### config.mk
export PLATFORM = sky130hd
export DESIGN_NAME = memory_stage
export DESIGN_NICKNAME = d
export VERILOG_FILES = /design/src/rtl/memory_stage_pkg.sv /design/src/rtl/memory_stage_lsu_align.sv /design/src/rtl/memory_stage.sv
export SDC_FILE = /design/constraint.sdc
export NUM_CORES = 1
export LEC_CHECK = 0
export CAP_MARGIN = 30
export CORE_MARGIN = 5
export CORE_UTILIZATION = 50
export CTS_BUF_LIST = sky130_fd_sc_hd__clkbuf_4
export DETAILED_ROUTE_END_ITERATION = 8
export PLACE_DENSITY = 0.89
export SKIP_LAST_GASP = 1
export SYNTH_ARGS = -nofsm -noshare
export SYNTH_HDL_FRONTEND = slang
export SYNTH_SLANG_ARGS = --single-unit
### constraint.sdc
create_clock -name clk_i -period 6.6 [get_ports clk_i]
set_clock_uncertainty 0.15 [all_clocks]
set_input_delay 1.32 -clock clk_i [delete_from_list [all_inputs] [get_ports clk_i]]
set_output_delay 1.32 -clock clk_i [all_outputs]
set_load 0.02 [all_outputs]
### src/rtl/memory_stage_pkg.sv
// Types shared by the memory stage: control word, access FSM states and funct3 encodings.
package memory_stage_pkg;

   typedef enum logic [1:0] {IDLE, REQ, RESP, DONE} mem_state_e;

   typedef enum logic [2:0] {
      LB  = 3'b000,
      LH  = 3'b001,
      LW  = 3'b010,
      LBU = 3'b100,
      LHU = 3'b101
   } ld_funct3_e;

   typedef enum logic [2:0] {
      SB = 3'b000,
      SH = 3'b001,
      SW = 3'b010
   } st_funct3_e;

   // funct3[1:0] carries the access size for both loads and stores
   localparam logic [1:0] SIZE_BYTE = 2'b00;
   localparam logic [1:0] SIZE_HALF = 2'b01;
   localparam logic [1:0] SIZE_WORD = 2'b10;

   typedef struct packed {
      logic       rf_w_v;
      logic [4:0] rd_addr;
      logic       dmem_r_v;
      logic       dmem_w_v;
      logic [2:0] funct3;
   } rvga_cword;

   function automatic logic is_misaligned(input logic [2:0] funct3, input logic [1:0] off);
      case (funct3[1:0])
         SIZE_HALF: return off[0];
         SIZE_WORD: return |off;
         default:   return 1'b0;
      endcase
   endfunction

endpackage

### src/rtl/memory_stage_lsu_align.sv
// Combinational lane logic: store byte enables / replicated write data, load lane extract and extend.
module memory_stage_lsu_align
   import memory_stage_pkg::*;
#(
   parameter int width_p    = 32,
   parameter int be_width_p = 4
) (
   input  logic [2:0]            funct3,
   input  logic [1:0]            off,
   input  logic [width_p-1:0]    st_data,
   input  logic [width_p-1:0]    rdata,
   output logic [be_width_p-1:0] be,
   output logic [width_p-1:0]    wdata,
   output logic [width_p-1:0]    ld_data
);

   logic [7:0]  byte_lane;
   logic [15:0] half_lane;
   logic        sext;

   assign byte_lane = rdata[{off, 3'b000} +: 8];
   assign half_lane = rdata[{off[1], 4'b0000} +: 16];
   assign sext      = ~funct3[2];

   always_comb begin
      be      = '1;
      wdata   = st_data;
      ld_data = rdata;
      case (funct3[1:0])
         SIZE_BYTE: begin
            be      = be_width_p'(1) << off;
            wdata   = {be_width_p{st_data[7:0]}};
            ld_data = {{(width_p-8){sext & byte_lane[7]}}, byte_lane};
         end
         SIZE_HALF: begin
            be      = be_width_p'(3) << off;
            wdata   = {(be_width_p/2){st_data[15:0]}};
            ld_data = {{(width_p-16){sext & half_lane[15]}}, half_lane};
         end
         default: ;
      endcase
   end

endmodule

### src/rtl/memory_stage.sv
// Memory pipeline stage: registers the execute outputs and runs one data-memory access per op.
module memory_stage
   import memory_stage_pkg::*;
#(
   parameter int width_p    = 32,
   parameter int be_width_p = width_p/8
) (
   input  logic                  clk_i,
   input  logic                  rst_i,
   input  logic                  stall_v_i,
   output logic                  stall_v_o,
   input  rvga_cword             cword_i,
   input  logic [width_p-1:0]    alu_result_i,
   input  logic [width_p-1:0]    st_data_i,
   output rvga_cword             cword_o,
   output logic [width_p-1:0]    memory_rd_data_o,
   output logic                  misalign_v_o,
   output logic                  dmem_v_o,
   input  logic                  dmem_ready_i,
   output logic                  dmem_w_v_o,
   output logic [width_p-1:0]    dmem_addr_o,
   output logic [be_width_p-1:0] dmem_be_o,
   output logic [width_p-1:0]    dmem_wdata_o,
   input  logic                  dmem_resp_v_i,
   input  logic [width_p-1:0]    dmem_rdata_i
);

   rvga_cword             cword_reg;
   logic [width_p-1:0]    alu_reg;
   logic [width_p-1:0]    st_reg;
   logic [width_p-1:0]    ld_data_reg;
   mem_state_e            state_reg;
   mem_state_e            state_next;
   logic                  advance;
   logic                  go_in;
   logic                  mem_op;
   logic                  is_store;
   logic                  misaligned;
   logic [be_width_p-1:0] be;
   logic [width_p-1:0]    wdata;
   logic [width_p-1:0]    ld_ext;

   // Decided on the incoming op so an aligned access is already in REQ on its first stage cycle
   assign go_in      = (cword_i.dmem_r_v | cword_i.dmem_w_v) &
                       ~is_misaligned(cword_i.funct3, alu_result_i[1:0]);
   assign mem_op     = cword_reg.dmem_r_v | cword_reg.dmem_w_v;
   assign is_store   = cword_reg.dmem_w_v;
   assign misaligned = mem_op & is_misaligned(cword_reg.funct3, alu_reg[1:0]);

   always_ff @(posedge clk_i or negedge rst_i) begin
      if (!rst_i) begin
         cword_reg <= '0;
         alu_reg   <= '0;
         st_reg    <= '0;
      end else if (advance) begin
         cword_reg <= cword_i;
         alu_reg   <= alu_result_i;
         st_reg    <= st_data_i;
      end
   end

   always_ff @(posedge clk_i or negedge rst_i) begin
      if (!rst_i) begin
         state_reg <= IDLE;
      end else begin
         state_reg <= state_next;
      end
   end

   always_ff @(posedge clk_i or negedge rst_i) begin
      if (!rst_i) begin
         ld_data_reg <= '0;
      end else if (state_reg == RESP && dmem_resp_v_i) begin
         ld_data_reg <= ld_ext;
      end
   end

   always_comb begin
      state_next = state_reg;
      dmem_v_o   = 1'b0;
      stall_v_o  = 1'b0;
      case (state_reg)
         REQ: begin
            dmem_v_o  = 1'b1;
            stall_v_o = ~(is_store & dmem_ready_i);
         end
         RESP:    stall_v_o = 1'b1;
         default: ;
      endcase
      advance = ~(stall_v_i | stall_v_o);
      case (state_reg)
         IDLE, DONE: begin
            if (advance) state_next = go_in ? REQ : IDLE;
         end
         REQ: begin
            if (dmem_ready_i) begin
               // An accepted store retires in place when the pipeline moves on this same edge
               if (!is_store)     state_next = RESP;
               else if (!advance) state_next = DONE;
               else               state_next = go_in ? REQ : IDLE;
            end
         end
         RESP: begin
            if (dmem_resp_v_i) state_next = DONE;
         end
         default: state_next = IDLE;
      endcase
   end

   memory_stage_lsu_align #(
      .width_p    (width_p),
      .be_width_p (be_width_p)
   ) u_align (
      .funct3  (cword_reg.funct3),
      .off     (alu_reg[1:0]),
      .st_data (st_reg),
      .rdata   (dmem_rdata_i),
      .be      (be),
      .wdata   (wdata),
      .ld_data (ld_ext)
   );

   assign dmem_w_v_o       = dmem_v_o & is_store;
   assign dmem_addr_o      = {alu_reg[width_p-1:2], 2'b00};
   assign dmem_be_o        = dmem_w_v_o ? be : '0;
   assign dmem_wdata_o     = wdata;
   assign misalign_v_o     = misaligned;
   assign cword_o          = cword_reg;
   assign memory_rd_data_o = cword_reg.dmem_r_v ? (misaligned ? '0 : ld_data_reg) : alu_reg;

endmodule
==> summary.txt <==
Run status
  – Status: finished, final reports clean

Die
  – Die footprint: 0.0144 sq mm
  – Die span in x: 120 um
  – Chip Height: 120 um
  – Core Box Area: 0.0119 sq mm
  – FP Rows: 40
  – IO Pins: 227
  – Initial Utilization: 50.7%

STA
  – Worst slew margin: 37.7%
  – Fmax: 206 MHz
  – RSZ-0062 raised after global routing: no
  – WHS: 0.351 ns
  – Post-route minimum period: 4.86 ns
  – Setup violators final: 0
  – Setup TNS: 0 ns
  – Final worst setup slack: 1.74 ns
  – Tcrit/Tclk final: 73.6%
  – Slew @ Worst Pin: 0.935 ns
  – Final number of max-transition violations: 0
  – Final Hold Viols: 0

Cells and area
  – Share of cells above drive strength 1: 16.2%
  – Final design utilization: 69.1%
  – Nets@finish: 886
  – Area added between synthesis and finish: 36.3%
  – Fill count: 897
  – Fin cells: 920
  – Final Instance Area: 0.00823 sq mm

Critical path
  – CP required: 5.13 ns
  – Worst Setup End Kind: output port
  – Crit path from: cword_o[1]$_DFFE_PN0N_
  – Crit-path max FO: 20
  – Startpoint Class: flip-flop
  – Worst r2r path cells: 8
  – Internal reg-to-reg setup slack: 3.81 ns
  – RR Endpoint: ld_data_reg[7]$_DFFE_PN0P_
  – Worst reg2reg startpoint: cword_o[1]$_DFFE_PN0N_
  – Critical Path AT: 3.39 ns
  – CP Class: reg -> out

Synth
  – Area leader, netlist: dfrtp_1
  – Ys Warns: 0
  – Post-synthesis cell area: 0.00604 sq mm
  – Yosys cell types: 40
  – Dominant cells by area after synthesis: dfrtp_1, mux2_2, buf_4
  – Synth cell count leaders: dfrtp_1, nand2_1, mux2_2
  – Register area share after synthesis: 45.2%
  – Most frequent cell after synthesis: dfrtp_1
  – Synth Area per Inst: 10.0 sq um
  – EDFF count, synth: 0
  – Top FF cell, synth: dfrtp_1
  – Cells after synthesis: 603
  – Post-synth top area share: 45.2%
  – Number of synthesized register bits: 109
  – Asr flop ratio synth: 100%

Clock network
  – TritonCTS clock tree: yes
  – CTS Hold Buffers Added: 0
  – CTS HTree Levels: 3
  – Setup Fix Bufs, Post-CTS: 0
  – Resized cells post-CTS: 0
  – Clk buf depth: 2
  – CTS sink count: 109
  – Worst-skew pair later-pin latency: 0.47 ns
  – Clk slew on worst S/H paths: 0.16 ns
  – CTS buffer count: 9
  – Root Buffer: clkbuf_4

Pwr
  – Clock power share: 7.2%
  – Switching share of power: 44.9%
  – Maximum vdd ir drop: 0.413 mV
  – Leakage Power: 3.49 nW
  – Sw Pwr: 2.18 mW
  – Combinational power share: 66.0%
  – Pwr dens: 589 mW/mm^2
  – Pint: 2.67 mW
  – Reg power frac: 26.9%
  – Tot Pwr: 4.85 mW

Place
  – Pre-CTS setup slack: 2.25 ns
  – DP HPWL: 13.8 mm
  – Post-placement cell count: 902
  – Placed Area: 0.00807 sq mm
  – Number of buffers added on ports: 224
  – Gp weighted congestion: 0.896

Hold path
  – Cells on Worst Hold Path: 2
  – Worst Hold Path EP: ld_data_reg[11]$_DFFE_PN0P_
  – Hold wc startpoint: ld_data_reg[11]$_DFFE_PN0P_
  – Hold/Removal Path Class: reg -> reg

GRT
  – First-pass GRT wire length: 28.7 mm
  – Initial antenna violation count: 1
  – Largest net degree at the start of global routing: 77
  – Total Routing Usage GR: 25.6%
  – Grt total ovfl: 0
  – Vias in the first global route: 5448

Detailed routing
  – Avg WL per Cell: 20.1 um
  – Via count: 5267
  – Via-to-Cell Ratio: 5.73
  – Routed wire length: 18.5 mm
  – DRC viols: 0
  – Routed Antenna Nets: 0
  – First-iteration detailed-routing DRC count: 250
  – First-pass DRT Iterations: 5

Flow run
  – Max cap viols: 0
==> worst max-delay path by stage <==
stage	to	slack (ns)	cells past startpoint
finish	memory_rd_data_o[14]	1.74	7
global route	memory_rd_data_o[14]	1.45	7
CTS	memory_rd_data_o[14]	1.68	7
detailed placement	memory_rd_data_o[14]	2.25	7
global placement	memory_rd_data_o[20]	2.36	7
floorplan	dmem_be_o[2]	2.90	8
==> power by group through the flow <==
stage / sequential, mW / clock [mW] / combinational, mW
3_3_place_gp: 1.29 / 0 / 3.13
4_1_cts: 1.30 / 0.358 / 3.21
5_1_grt: 1.35 / 0.385 / 3.41
2_1_floorplan: 1.23 / 0 / 2.05
6_report: 1.30 / 0.347 / 3.20
3_5_place_dp: 1.32 / 0 / 3.19
==> layout by cell type, fill, tap and decap left out, types with 8 or more instances in the layout <==
cell type,count
a21oi_1,34
a22o_1,8
a22oi_1,9
buf_4,10
clkbuf_4,12
clkdlybuf4s50_1,223
dfrtp_1,108
inv_1,39
mux2_2,89
mux2i_1,9
nand2_1,91
nor2_1,20
o211ai_1,8
o21ai_0,10
o22a_1,8
o22ai_1,32
==> kinds of logic (layout without fill, tap and decap cells) <==
family | count (synthesis) | after routing | share of synthesized area [%]
flip-flops | 109 | 109 | 45.2
AO/OA/AOI/OAI | 140 | 140 | 15.8
buffers and inverters | 122 | 290 | 10.8
adder cells (fa/ha/maj) | 7 | 7 | 1.45
AND/OR/NAND/NOR | 125 | 125 | 8.25
multiplexers | 99 | 99 | 18.5
other | 1 | 3 | 0.0621
==> routing by layer <==
metal	part of all wire [%]	vias to the layer above	wire length (um)	GRT usage (%)
met3	8.2	39	1510	6.36
met4	3.0	0	553	11.0
li1	-	2407	-	-
met1	39	2573	7240	30.5
met5	0	-	0	0
met2	50	248	9190	44.0
==> worst max-delay path: stages, from the launching register on <==
cell and delay, ns:
dfrtp_1 0.57, inv_1 0.17, ha_1 0.41, o221ai_1 0.18, nor2_2 0.50, buf_4 0.37
o22ai_1 0.14, clkdlybuf4s50_1 0.59
==> final cells by class <==
class / instances / area [sq um] / area share, %
sequential: 109 / 2730 / 33.2
multi-input combinational: 373 / 2670 / 32.5
inverter: 39 / 146 / 1.78
clock inverter: 4 / 47.5 / 0.578
clock buffer: 12 / 90.1 / 1.09
antenna: 1 / 2.50 / 0.0304
timing repair buffer: 235 / 2350 / 28.6
tap: 147 / 184 / 2.24
Note: power is estimated with default switching activity, not from simulation.
==> edit (same settings) <==
`width_p` is set to 32 in 2 places; all go to 64.
--- a/src/rtl/memory_stage_lsu_align.sv
+++ b/src/rtl/memory_stage_lsu_align.sv
@@ -4,3 +4,3 @@
 #(
-   parameter int width_p    = 32,
+   parameter int width_p    = 64,
    parameter int be_width_p = 4
--- a/src/rtl/memory_stage.sv
+++ b/src/rtl/memory_stage.sv
@@ -4,3 +4,3 @@
 #(
-   parameter int width_p    = 32,
+   parameter int width_p    = 64,
    parameter int be_width_p = width_p/8
Ports: changed (7 resized); port bits go from 227 to 423. The function was not compared with the original's and may differ.
==> edit against the unedited design <==
- worst hold slack worse by 0.0012 ns
- largest power group unchanged
- highest routed layer unchanged
- largest cell class unchanged
- wire length is 89% higher
- setup slack lost 0.96 ns
- synthesized cell count grew 72%
- die area grew 67%
- final area is 83% higher
- sequential power is 90% higher
- sequential cell count rose by 96
- synthesized area is 74% higher
- total power rose by 97%
==> edit: results (changes against the unedited design) <==
# Post-CTS Setup Buffers - 0 (unchanged)
Hold Crit Class - reg -> reg
Cts bufs inserted - 55 (+46)
WHS Path Cells - 2 (unchanged)
Largest net degree at the start of global routing - 132 (+71%)
Worst Tran Pin Value - 1.04 ns (+0.102 ns)
Hold EP - ld_data_reg[0]
Crit-path max cell delay - 0.89 ns (+0.30 ns)
Min-delay src - ld_data_reg[0]
Non-Filler Instances - 1695 (+84%)
Adder-Cell Fraction of Synth Area - 0.832% (-0.62 points)
CP Capture Type - primary output
Post-synthesis cell type count - 41 (+2.5%)
Reg-to-reg slack, setup - 2.89 ns (-0.92 ns)
Clock root buffer - clkbuf_4
Clock Latency Late Sink - 0.68 ns (+0.21 ns)
Reg clk slew, reported paths - 0.07 ns (-0.09 ns)
Vias/cell - 5.39 (-5.8%)
Sequential power - 2.47 mW (+90%)
Worst R2R End - ld_data_reg[52]
PwrDens - 635 nW/um2 (+7.8%)
Maximum VDD drop - 0.000442 V (+6.9%)
Lkg Pwr - 6.61 nW (+89%)
GP Congestion - 0.928 (+3.6%)
Worst-case reg-to-reg path depth - 7 (-1)
First-pass GRT wire length - 53.7 mm (+87%)
Internal power - 5.37 mW (+100%)
Slowest CP cell - ha_1
Worst Hold Slack - 0.350 ns (-0.00116 ns)
Vias in the first global route - 9548 (+75%)
Synth area leaders - dfrtp_1 (49%), mux2_2 (16%), buf_4 (6.1%)
Starting DRT DRC Count - 469 (+88%)
Seq/Total Area, Yosys - 48.8% (+3.6 points)
Cell Area, Placed - 14300 um2 (+77%)
Gr usage total - 28.3% (+2.7 points)
Input/output buffers - 420 (+88%)
CTS Buffer Depth - 3 (+1)
CTS HTree Levels - 2 (-1)
Synth Area per Inst - 10.2 um2 (+1.4%)
Mux contribution to synthesized area - 16.4% (-2.1 points)
Outcome - completed
Layout cells sized above 1 - 19.8% (+3.6 points)
Synth Area in Compound Gates - 14.5% (-1.3 points)
WL final - 35.0 mm (+89%)
Place WS - 1.48 ns (-0.771 ns)
Placed Cells - 1597 (+77%)
Commonest cells in the netlist - dfrtp_1 (205), nand2_1 (156), mux2_2 (149), buf_4 (86), inv_1 (72)
DP HPWL - 25.3 mm (+83%)
Drt pass-1 iters - 8 (+3)
Arrival @ worst endpoint - 4.35 ns (+0.96 ns)
Crit Path Max Fanout - 65 (+230%)
Power Combinational - 5.87 mW (+83%)
edit: cell types whose count changed in the layout (fill, tap and decap cells not counted), sizes merged, moves of 32 or more:
| cell | before | now |
|---|---|---|
| dfrtp | 109 | 205 |
| inv | 40 | 72 |
| nor2 | 23 | 60 |
| a21oi | 34 | 72 |
| nand2 | 91 | 156 |
| o22ai | 32 | 71 |
| clkdlybuf4s50 | 223 | 419 |
| clkbuf | 12 | 90 |
| mux2 | 89 | 149 |
edit: cells by family after synthesis:
group / after synthesis
compound gates: 227
flops: 205
buf+inv: 216
simple gates: 228
mux: 152
fa+ha+maj: 7
other cells: 1
edit: final cells by class:
| type | count | area (um2) |
|---|---|---|
| Multi-Input combinational cell | 616 | 4250 |
| Timing Repair Buffer | 429 | 4290 |
| Fill cell | 1461 | 5850 |
| Clock buffer | 89 | 668 |
| Inverter | 72 | 270 |
| Tap cell | 275 | 344 |
| Clock inverter | 8 | 87.6 |
| Antenna cell | 1 | 2.50 |
| Sequential cell | 205 | 5130 |
edit: per-layer routing:
| layer | track usage, % | share of wire [%] | wire length (um) | vias up |
|---|---|---|---|---|
| met2 | 49.3 | 51 | 17800 | 446 |
| met3 | 8.93 | 9.6 | 3360 | 75 |
| met4 | 9.97 | 3.1 | 1100 | 0 |
| li1 | - | - | - | 4206 |
| met5 | 0 | 0 | 0 | - |
| met1 | 32.9 | 36 | 12800 | 4416 |
edit: how the worst max path moves through the flow:
stage                      endpoint  slack [ns]  cells after the start
2_1_floorplan  memory_rd_data_o[10]        3.13                      7
3_3_place_gp   memory_rd_data_o[31]        1.56                      7
3_5_place_dp   memory_rd_data_o[31]        1.48                      7
4_1_cts        memory_rd_data_o[31]        0.72                      7
5_1_grt            dmem_wdata_o[61]        0.52                      6
6_report        memory_rd_data_o[6]        0.78                      7
